===== config.mk =====
export PLATFORM = sky130hd
export DESIGN_NAME = fs_block_fetch
export DESIGN_NICKNAME = d
export VERILOG_FILES = /design/src/rtl/fs_block_fetch_pkg.sv /design/src/rtl/fs_block_fetch_addr_gen.sv /design/src/rtl/fs_block_fetch.sv
export SDC_FILE = /design/constraint.sdc
export NUM_CORES = 1
export LEC_CHECK = 0
export CAP_MARGIN = 20
export CORE_UTILIZATION = 43
export DETAILED_ROUTE_END_ITERATION = 10
export GPL_ROUTABILITY_DRIVEN = 0
export PLACE_DENSITY = 0.65
export SYNTH_ARGS = -nofsm -noshare
export SYNTH_HDL_FRONTEND = slang
export SYNTH_SLANG_ARGS = --single-unit

===== constraint.sdc =====
create_clock -name CLOCK_50_I -period 6.43 [get_ports CLOCK_50_I]
set_clock_uncertainty 0.2 [all_clocks]
set_input_delay 1.929 -clock CLOCK_50_I [delete_from_list [all_inputs] [get_ports CLOCK_50_I]]
set_output_delay 1.929 -clock CLOCK_50_I [all_outputs]
set_load 0.01 [all_outputs]

===== src/rtl/fs_block_fetch_pkg.sv =====
// Shared definitions for the coefficient block fetch/write path.
// Holds the fetch FSM state type, the plane segment type, the SRAM plane
// base addresses and the per-plane last block column, so that the block
// fetcher and the block writer walk the frame identically.
package fs_block_fetch_pkg;

  typedef enum logic [1:0] {
    S_FS_IDLE,
    S_FS_ISSUE,
    S_FS_DRAIN,
    S_FS_DONE
  } FS_state_type;

  typedef enum logic [1:0] {
    SEG_Y,
    SEG_U,
    SEG_V
  } segment_type;

  // SRAM word addresses of the coefficient planes
  localparam logic [17:0] FS_Y_BASE = 18'd76800;
  localparam logic [17:0] FS_U_BASE = 18'd153600;
  localparam logic [17:0] FS_V_BASE = 18'd192000;

  // Last block column / row index per plane
  localparam logic [5:0] FS_Y_C_END  = 6'd39;
  localparam logic [5:0] FS_UV_C_END = 6'd19;
  localparam logic [4:0] FS_R_END    = 5'd29;

  function automatic logic [5:0] fs_c_end(input segment_type seg);
    return (seg == SEG_Y) ? FS_Y_C_END : FS_UV_C_END;
  endfunction

endpackage


===== src/rtl/fs_block_fetch_addr_gen.sv =====
// fs_addr_gen: combinational SRAM address for one coefficient of a block.
//   seg_i  : plane (Y/U/V)
//   rb_i   : block row 0..29
//   cb_i   : block column 0..39 (Y) / 0..19 (U,V)
//   r_i    : row within block 0..7
//   c_i    : column within block 0..7
//   addr_o : base + W*(8*rb + r) + 8*cb + c, W = 320 (Y) or 160 (U,V)
module fs_addr_gen
  import fs_block_fetch_pkg::*;
#(
  parameter logic [17:0] Y_BASE = FS_Y_BASE,
  parameter logic [17:0] U_BASE = FS_U_BASE,
  parameter logic [17:0] V_BASE = FS_V_BASE
) (
  input  segment_type  seg_i,
  input  logic [4:0]   rb_i,
  input  logic [5:0]   cb_i,
  input  logic [2:0]   r_i,
  input  logic [2:0]   c_i,
  output logic [17:0]  addr_o
);

  logic [17:0] row;
  logic [17:0] col;
  logic [17:0] row_off;
  logic [17:0] base;

  always_comb begin
    row     = {10'd0, rb_i, r_i};
    col     = {9'd0, cb_i, c_i};
    row_off = '0;
    base    = Y_BASE;
    case (seg_i)
      SEG_Y: begin
        // 320 = 256 + 64
        row_off = (row << 8) + (row << 6);
        base    = Y_BASE;
      end
      SEG_U: begin
        // 160 = 128 + 32
        row_off = (row << 7) + (row << 5);
        base    = U_BASE;
      end
      default: begin
        row_off = (row << 7) + (row << 5);
        base    = V_BASE;
      end
    endcase
    addr_o = base + row_off + col;
  end

endmodule


===== src/rtl/fs_block_fetch.sv =====
// fs_block_fetch: fetches one 8x8 block of 16-bit pre-IDCT coefficients from
// SRAM per FS_start pulse and writes them, sign-extended to 32 bits, into the
// IDCT dual-port RAM at addresses 0..63. Blocks are walked Y (40x30), U (20x30),
// V (20x30), then back to Y.
// Ports:
//   CLOCK_50_I, Resetn (async, active-low)
//   FS_start        : one-cycle start pulse, only honoured while idle
//   FS_done         : one-cycle pulse once the block is in DP-RAM
//   FS_frame_done   : pulses with FS_done after the last V block
//   SRAM_address    : registered read address, holds while idle
//   SRAM_we_n       : tied high
//   SRAM_read_data  : coefficient, valid SRAM_LAT cycles after the address
//   dp_address / dp_write_data / dp_write_enable : DP-RAM write port
module fs_block_fetch
  import fs_block_fetch_pkg::*;
#(
  parameter logic [17:0] Y_BASE   = FS_Y_BASE,
  parameter logic [17:0] U_BASE   = FS_U_BASE,
  parameter logic [17:0] V_BASE   = FS_V_BASE,
  parameter int unsigned SRAM_LAT = 2
) (
  input  logic         CLOCK_50_I,
  input  logic         Resetn,
  input  logic         FS_start,
  output logic         FS_done,
  output logic         FS_frame_done,
  output logic [17:0]  SRAM_address,
  output logic         SRAM_we_n,
  input  logic [15:0]  SRAM_read_data,
  output logic [6:0]   dp_address,
  output logic [31:0]  dp_write_data,
  output logic         dp_write_enable
);

  FS_state_type        state_q, state_d;
  segment_type         seg_q, seg_d;
  logic [4:0]          rb_q, rb_d;
  logic [5:0]          cb_q, cb_d;
  logic [5:0]          k_q, k_d;
  logic [5:0]          wr_k_q, wr_k_d;
  logic [SRAM_LAT-1:0] vld_q, vld_d;
  logic [17:0]         addr_q, addr_d;
  logic [6:0]          dp_addr_q, dp_addr_d;
  logic [31:0]         dp_data_q, dp_data_d;
  logic                dp_we_q, dp_we_d;
  logic                done_q, done_d;
  logic                frame_q, frame_d;
  logic [17:0]         gen_addr;

  fs_addr_gen #(
    .Y_BASE (Y_BASE),
    .U_BASE (U_BASE),
    .V_BASE (V_BASE)
  ) u_addr_gen (
    .seg_i  (seg_q),
    .rb_i   (rb_q),
    .cb_i   (cb_q),
    .r_i    (k_q[5:3]),
    .c_i    (k_q[2:0]),
    .addr_o (gen_addr)
  );

  always_ff @(posedge CLOCK_50_I or negedge Resetn) begin
    if (!Resetn) begin
      state_q   <= S_FS_IDLE;
      seg_q     <= SEG_Y;
      rb_q      <= '0;
      cb_q      <= '0;
      k_q       <= '0;
      wr_k_q    <= '0;
      vld_q     <= '0;
      addr_q    <= '0;
      dp_addr_q <= '0;
      dp_data_q <= '0;
      dp_we_q   <= 1'b0;
      done_q    <= 1'b0;
      frame_q   <= 1'b0;
    end else begin
      state_q   <= state_d;
      seg_q     <= seg_d;
      rb_q      <= rb_d;
      cb_q      <= cb_d;
      k_q       <= k_d;
      wr_k_q    <= wr_k_d;
      vld_q     <= vld_d;
      addr_q    <= addr_d;
      dp_addr_q <= dp_addr_d;
      dp_data_q <= dp_data_d;
      dp_we_q   <= dp_we_d;
      done_q    <= done_d;
      frame_q   <= frame_d;
    end
  end

  always_comb begin
    state_d   = state_q;
    seg_d     = seg_q;
    rb_d      = rb_q;
    cb_d      = cb_q;
    k_d       = k_q;
    wr_k_d    = wr_k_q;
    addr_d    = addr_q;
    dp_addr_d = dp_addr_q;
    dp_data_d = dp_data_q;
    dp_we_d   = 1'b0;
    done_d    = 1'b0;
    frame_d   = 1'b0;
    // vld_q[i] marks a read issued i+1 edges ago; the oldest stage lines up
    // with valid SRAM_read_data.
    vld_d     = vld_q << 1;

    // Writes are strictly in issue order, so a running count gives dp_address.
    if (vld_q[SRAM_LAT-1]) begin
      dp_we_d   = 1'b1;
      dp_addr_d = {1'b0, wr_k_q};
      dp_data_d = {{16{SRAM_read_data[15]}}, SRAM_read_data};
      wr_k_d    = wr_k_q + 6'd1;
    end

    case (state_q)
      S_FS_IDLE: begin
        if (FS_start) begin
          state_d = S_FS_ISSUE;
          k_d     = '0;
          wr_k_d  = '0;
        end
      end
      S_FS_ISSUE: begin
        addr_d   = gen_addr;
        vld_d[0] = 1'b1;
        k_d      = k_q + 6'd1;
        if (k_q == 6'd63) begin
          state_d = S_FS_DRAIN;
        end
      end
      S_FS_DRAIN: begin
        if (vld_q[SRAM_LAT-1] && (wr_k_q == 6'd63)) begin
          state_d = S_FS_DONE;
        end
      end
      S_FS_DONE: begin
        done_d  = 1'b1;
        state_d = S_FS_IDLE;
        if (cb_q == fs_c_end(seg_q)) begin
          cb_d = '0;
          if (rb_q == FS_R_END) begin
            rb_d = '0;
            case (seg_q)
              SEG_Y:   seg_d = SEG_U;
              SEG_U:   seg_d = SEG_V;
              default: begin
                seg_d   = SEG_Y;
                frame_d = 1'b1;
              end
            endcase
          end else begin
            rb_d = rb_q + 5'd1;
          end
        end else begin
          cb_d = cb_q + 6'd1;
        end
      end
      default: state_d = S_FS_IDLE;
    endcase
  end

  assign FS_done         = done_q;
  assign FS_frame_done   = frame_q;
  assign SRAM_address    = addr_q;
  assign SRAM_we_n       = 1'b1;
  assign dp_address      = dp_addr_q;
  assign dp_write_data   = dp_data_q;
  assign dp_write_enable = dp_we_q;

endmodule


==> key figures, run 1 <==
Outcome
  – Outcome: finished clean

Yosys
  – Synth top area share: 43.5%
  – Synth top area cells: dfrtp_1 (43%), mux2_2 (8.7%), ha_1 (8.2%), buf_4 (3.4%), o21ai_0 (3.4%)
  – Ys async rst share: 100%
  – YS warnings: 0
  – Register area share after synthesis: approximately 43%
  – Avg Cell Area, Syn: 10.4 um^2
  – Synth area leader: dfrtp_1
  – Mapped Area: 0.00414 mm^2
  – EDFF count, synth: 0
  – Synth cell types: 62
  – Flops & latches, synth: 72
  – Net Count, Synth: 445
  – Synth Flop Type: dfrtp_1
  – Post-Syn Instances: 397

Clocking
  – Post-CTS setup buffers: 0
  – H-tree levels: 3
  – Clock Sinks: around 70
  – CTS tree: yes
  – Cts repair resizes: 0
  – CTS Buf Count: 9
  – CTS max path bufs: 2
  – Clock Latency Late Sink: 0.34 ns
  – Reg clk slew, reported paths: roughly 0.080 ns
  – Hold buffers post-CTS: 0
  – Clock root cell: clkbuf_8

Setup path
  – Crit Path Max Fanout: 26
  – Setup Crit Path Kind: reg -> reg
  – Startpoint class of the critical path: flip-flop
  – CP required: 6.50 ns
  – CP endpoint kind: flip-flop
  – Worst reg2reg startpoint: seg_q[1]
  – Worst Setup SP: seg_q[1]
  – Crit path DAT: 4.43 ns

Die
  – Ports: 80
  – Core Region: 0.00928 mm^2
  – Num rows: 35
  – Starting Density: 44.6%
  – Die width: 100 um
  – Die Y: between 100 and 150 um
  – Die Area: 0.0100 mm^2

Power and ir drop
  – Sw Share: between 20% and 30%
  – Clk pwr share: a little under two fifths
  – PD cells: about 160 mW/mm^2
  – Comb pwr share: 6.1%
  – Int Pwr: approximately 0.00063 W
  – Largest vdd supply drop: 0.0949 mV
  – Seq pwr share: 56.1%
  – Static Leak: 2.17 nW
  – Sw power: a little under 0.0002 W
  – Tot Pwr: between 0.0008 and 0.0009 W

Routing
  – WL final: 8.37 mm
  – Starting DRT DRC Count: 209
  – # DRC: 0
  – DR vias: 3042
  – Via density: 5.17
  – First-pass DRT Iterations: 4
  – Post-route ant nets: 0
  – Wire per inst: 14.2 um

Worst hold path
  – Hold Crit Class: reg -> reg
  – HP Start: vld_q[0]

Layout
  – Fin util: between 50% and 60%
  – Synthesis-to-layout area growth: 21.7%
  – Multi-input logic area: 0.00207 mm^2
  – Fin cells: roughly 590
  – # fillers: 855
  – Design Area, Final: 0.00504 mm^2
  – Layout cells sized above 1: 13.5%
  – Register Area: about 0.0018 mm^2
  – Number of antenna diodes: 0
  – Nets@finish: about 500

STA
  – # setup viols final: 0
  – Worst rel slew slack: roughly a third
  – Slew of the pin with the lowest slew margin: 0.973 ns
  – Final worst path period share: 67.7%
  – Final min period: 4.36 ns
  – Fmax: 230 MHz
  – Final hold violation count: 0
  – Fin. max-slew vios: 0
  – RSZ-0062 raised after global routing: false
  – Total negative setup slack: 0 ns

GRT
  – Largest net degree at the start of global routing: 73
  – GRT overflow: 0
  – First-pass GRT wire length: 14.4 mm
  – Antenna violations before repair: 0
  – Total track usage: 18.2%
  – Vias in the first global route: about 2.9k

Placed design
  – Placed Instance Area: 0.00488 mm^2
  – Dpl cells: 572
  – HPWL after DPL: 5.97 mm
  – Port-buffer cells: 77

Job
  – Max Cap Violations: 0
[cell families (layout without fill, tap and decap cells)]
group | count (synthesis) | after routing | synth area share [%]
multiplexers | 36 | 36 | 9.78
buffers and inverters | 48 | 110 | 6.46
AO/OA/AOI/OAI | 90 | 90 | 15.3
flip-flops | 72 | 72 | 43.5
other | 2 | 2 | 0.181
adder cells (fa/ha/maj) | 29 | 29 | 9.12
AND/OR/NAND/NOR | 103 | 103 | 11.9
XOR/XNOR | 17 | 17 | 3.77
[per-stage QoR]
| stage | hold slack, ns | worst slack [ns] |
|---|---|---|
| CTS | 0.163 | 2.12 |
| finish | 0.157 | 2.07 |
| global placement | 0.137 | 2.32 |
| global route | 0.170 | 1.61 |
| floorplan | 0.131 | 2.77 |
| detailed placement | 0.146 | 2.20 |
[final timing paths]
path | cells after the start | slack [ns] | endpoint
min | 0 | 0.16 | vld_q[1]
max in group asynchronous | 2 | 3.86 | dp_write_data[7]
min reg2reg | 0 | 0.16 | vld_q[1]
min in group asynchronous | 2 | 1.60 | dp_address[5]
max | 13 | 2.07 | SRAM_address[17]
max reg2reg | 13 | 2.07 | SRAM_address[17]
[routing by layer]
| layer | up-vias | track usage [%] | routed length (um) |
|---|---|---|---|
| li1 | 1513 | - | - |
| met1 | 1439 | 25.6 | 4200 |
| met2 | 82 | 27.9 | 3680 |
| met3 | 8 | 3.13 | 398 |
| met4 | 0 | 7.58 | 100 |
| met5 | - | 0 | 0 |
[worst max-delay path: stages, from the launching register on]
cell       delay, ns
dfrtp_1         0.43
or2_1           0.74
inv_1           0.40
o21ai_0         0.26
o21ai_0         0.11
a31o_2          0.25
a21oi_1         0.14
ha_1            0.30
a21oi_1         0.25
o21ai_0         0.15
or2_2           0.28
a2111oi_0       0.37
o21ai_0         0.19
a31oi_1         0.22
[cells in the final DEF (no fill, tap or decap), drive strengths merged, types with 3 or more instances in the layout]
master and n:
nand2b 6, clkinv 3, a211oi 7, clkbuf 11
inv 14, xor2 8, a31oi 3, a2111oi 3
nor2 31, nand4 6, nor3 4, a21o 6
buf 4, nand3 9, or2 4, o21ai 29
and3 4, nand2 30, mux2i 3, ha 27
clkdlybuf4s50 76, xnor2 9, o21a 3, dfrtp 72
mux2 33, and2 3, a21oi 15
[power by group through the flow]
stage          clock network [W]  logic (W)  registers, W
6_report                0.000310  0.0000505      0.000461
5_1_grt                 0.000337  0.0000554      0.000462
4_1_cts                 0.000322  0.0000519      0.000461
3_5_place_dp                   0  0.0000518      0.000470
3_3_place_gp                   0  0.0000512      0.000470
2_1_floorplan                  0  0.0000160      0.000473
[state kept, by name (all words and copies together) (netlist names)]
name and cells:
seg_q 2, dp_address 6, wr_k_q 6, k_q 6, FS_frame_done 1, vld_q 2
state_q 2, SRAM_address 18, rb_q 5, dp_write_data 16, FS_done 1, cb_q 6
dp_write_enable 1
[synth_stat cells (all sizes together) (2+ instances only)]
cell type,count
o21ai,29
a32o,2
a211oi,7
a21oi,15
or3,2
o2bb2ai,2
inv,14
o311ai,2
clkbuf,11
and2,3
a2111o,2
nand3,9
a22oi,2
nor2,31
nand4,6
a2111oi,3
fa,2
dfrtp,72
a21o,6
buf,23
a31oi,3
mux2i,3
nand2,30
xnor2,9
nor3,4
ha,27
mux2,33
o21a,3
and3,4
a221o,2
or2,4
nand2b,6
conb,2
xor2,8
[final cells by class]
class,instances,share of cell area [%]
Tap cell,129,3.20
Multi-Input combinational cell,277,41.1
Sequential cell,72,35.7
Timing Repair Buffer,80,15.6
Clock buffer,11,2.60
Inverter,14,1.04
Clock inverter,5,0.670
Note: power is estimated with default switching activity, not from simulation.
==> run 2: changes to the inputs <==
--- a/config.mk
+++ b/config.mk
@@ -9,7 +9,7 @@
 export CORE_UTILIZATION = 43
 export DETAILED_ROUTE_END_ITERATION = 10
 export GPL_ROUTABILITY_DRIVEN = 0
-export PLACE_DENSITY = 0.65
+export PLACE_DENSITY = 0.68
 export SYNTH_ARGS = -nofsm -noshare
 export SYNTH_HDL_FRONTEND = slang
 export SYNTH_SLANG_ARGS = --single-unit
==> constraint.sdc (replaced) <==
create_clock -name CLOCK_50_I -period 3.62 [get_ports CLOCK_50_I]
set_clock_uncertainty 0.2 [all_clocks]
set_input_delay 1.086 -clock CLOCK_50_I [delete_from_list [all_inputs] [get_ports CLOCK_50_I]]
set_output_delay 1.086 -clock CLOCK_50_I [all_outputs]
set_load 0.01 [all_outputs]
==> key figures, run 2 (synthesis results as in run 1) <==
Outcome
  – Outcome: finished clean

Placed design
  – Port-buffer cells: 77
  – HPWL after DPL: between 6 and 7 mm
  – DP Worst Slack: -0.150 ns

Setup path
  – Crit path DAT: 3.54 ns
  – Startpoint class of the critical path: flip-flop
  – Setup Crit Path Kind: reg -> reg
  – Crit Path Max Fanout: 5
  – CP required: roughly 3.7 ns
  – CP endpoint kind: flip-flop

Die
  – Ports: 80
  – Core Region: 0.00928 mm^2
  – Die width: 100 um
  – Starting Density: ~45%
  – Num rows: 35
  – Die Y: about 100 um
  – Die Area: 0.0100 mm^2

Power and ir drop
  – Clk pwr share: 38.7%
  – Int Pwr: approximately 0.0011 W
  – Seq pwr share: between 50% and 60%
  – Sw power: 0.000367 W
  – Comb pwr share: 6.2%
  – Largest vdd supply drop: roughly 0.14 mV
  – Sw Share: approximately 25%
  – PD cells: 280 mW/mm^2
  – Static Leak: 2.30 nW

STA
  – Worst rel slew slack: 57.1%
  – Final hold violation count: 0
  – Slew of the pin with the lowest slew margin: around 0.64 ns
  – Worst setup margin: ~0.14 ns
  – Final worst path period share: 96.1%
  – # setup viols final: 0
  – Final min period: about 3.5 ns
  – Fin. max-slew vios: 0
  – Fmax: 287 MHz
  – Hold Slack: 0.151 ns
  – RSZ-0062 raised after global routing: true

Clocking
  – CTS Buf Count: 9
  – Reg clk slew, reported paths: 0.08 ns
  – Clock Latency Late Sink: 0.35 ns
  – Clock Sinks: 72
  – CTS max path bufs: 2
  – H-tree levels: 3
  – Clock root cell: clkbuf_8
  – CTS tree: yes

Layout
  – Commonest non-fill, non-tap cell in the layout: clkdlybuf4s50_1
  – Layout cells sized above 1: 20.2%
  – Nets@finish: 524
  – Max FFs per register: 18
  – # fillers: a little over 800
  – Most frequent cells in the layout: clkdlybuf4s50_1 (76), dfrtp_1 (72), mux2_2 (32)
  – Number of antenna diodes: 0
  – Synthesis-to-layout area growth: 28.0%

Routing
  – # DRC: 0
  – Wire per inst: 14.3 um
  – Via density: 5.26
  – Post-route ant nets: 0
  – WL final: 8.71 mm
  – DR vias: ~3.2k
  – First-pass DRT Iterations: 4
  – Starting DRT DRC Count: ~120

GRT
  – Vias in the first global route: 3177
  – Total track usage: 18.5%
  – Largest net degree at the start of global routing: 48
  – Antenna violations before repair: 0
  – GRT overflow: 0
  – First-pass GRT wire length: 14.7 mm

Job
  – Max Cap Violations: 0

Worst hold path
  – Hold Crit Class: reg -> reg
## run 2: worst paths after layout
| check | depth (start not counted) | slack (ns) | start | endpoint |
|---|---|---|---|---|
| max | 15 | 0.14 | k_q[4] | SRAM_address[17] |
| min | 0 | 0.15 | vld_q[0] | vld_q[1] |
| max reg2reg | 15 | 0.14 | k_q[4] | SRAM_address[17] |
| min reg2reg | 0 | 0.15 | vld_q[0] | vld_q[1] |
| max in group asynchronous | 2 | 1.99 | Resetn | SRAM_address[12] |
| min in group asynchronous | 1 | 0.55 | Resetn | dp_write_data[14] |
## run 2: critical path, stage by stage, from the launching register on
cell       delay, ns
dfrtp_1         0.38
buf_4           0.16
ha_1            0.27
nand3_1         0.11
a21oi_1         0.09
o21a_1          0.19
o21a_1          0.21
a221o_1         0.32
a32o_1          0.22
ha_1            0.30
nand2_1         0.05
o21ai_1         0.14
or2_4           0.15
a2111oi_4       0.04
or3_1           0.37
a31oi_1         0.19
## run 2: layout make-up
class / count / area [um^2] / area share (%)
Multi-Input combinational cell: 277 / 2150 / 40.5
Sequential cell: 72 / 1800 / 34.0
Timing Repair Buffer: 102 / 966 / 18.2
Tap cell: 129 / 161 / 3.04
Clock buffer: 10 / 128 / 2.41
Inverter: 14 / 52.6 / 0.991
Clock inverter: 6 / 43.8 / 0.826
## run 2: metal layers
metal	vias to the layer above	global-route usage, %	share of wire, %
met2	93	32.4	49
met1	1540	21.9	44
met5	-	0	0
li1	1551	-	-
met4	0	7.13	2.3
met3	23	4.53	5.2
## run 2: metrics by stage
| step | total power [W] | instances | utilization, % | setup TNS, ns | area [um^2] |
|---|---|---|---|---|---|
| floorplan | 0.000868 | 397 | - | 0 | 4150 |
| global placement | 0.000927 | 590 | 54.2 | -0.00953 | 5030 |
| detailed placement | 0.000929 | 590 | 54.2 | -0.161 | 5030 |
| CTS | 0.00151 | 610 | 56.4 | 0 | 5240 |
| global route | 0.00155 | 610 | 57.1 | -0.0577 | 5300 |
| finish | 0.00149 | 610 | 57.1 | 0 | 5300 |
## run 2: power by group through the flow
| stage | clock network [W] | logic, W | registers (W) |
|---|---|---|---|
| floorplan | 0 | 0.0000284 | 0.000839 |
| global placement | 0 | 0.0000926 | 0.000834 |
| detailed placement | 0 | 0.0000942 | 0.000835 |
| CTS | 0.000594 | 0.0000944 | 0.000819 |
| global route | 0.000630 | 0.0000994 | 0.000820 |
| finish | 0.000574 | 0.0000922 | 0.000819 |
## run 2: timing repair
action | CTS | global route
pin swaps | 1 | 8
gates resized for setup | 3 | 17
cloned | 0 | 0
hold buffers | 0 | 0
setup endpoints to repair | 3 | 3
setup buffers | 4 | 0
endpoints found under the hold margin | 0 | 0
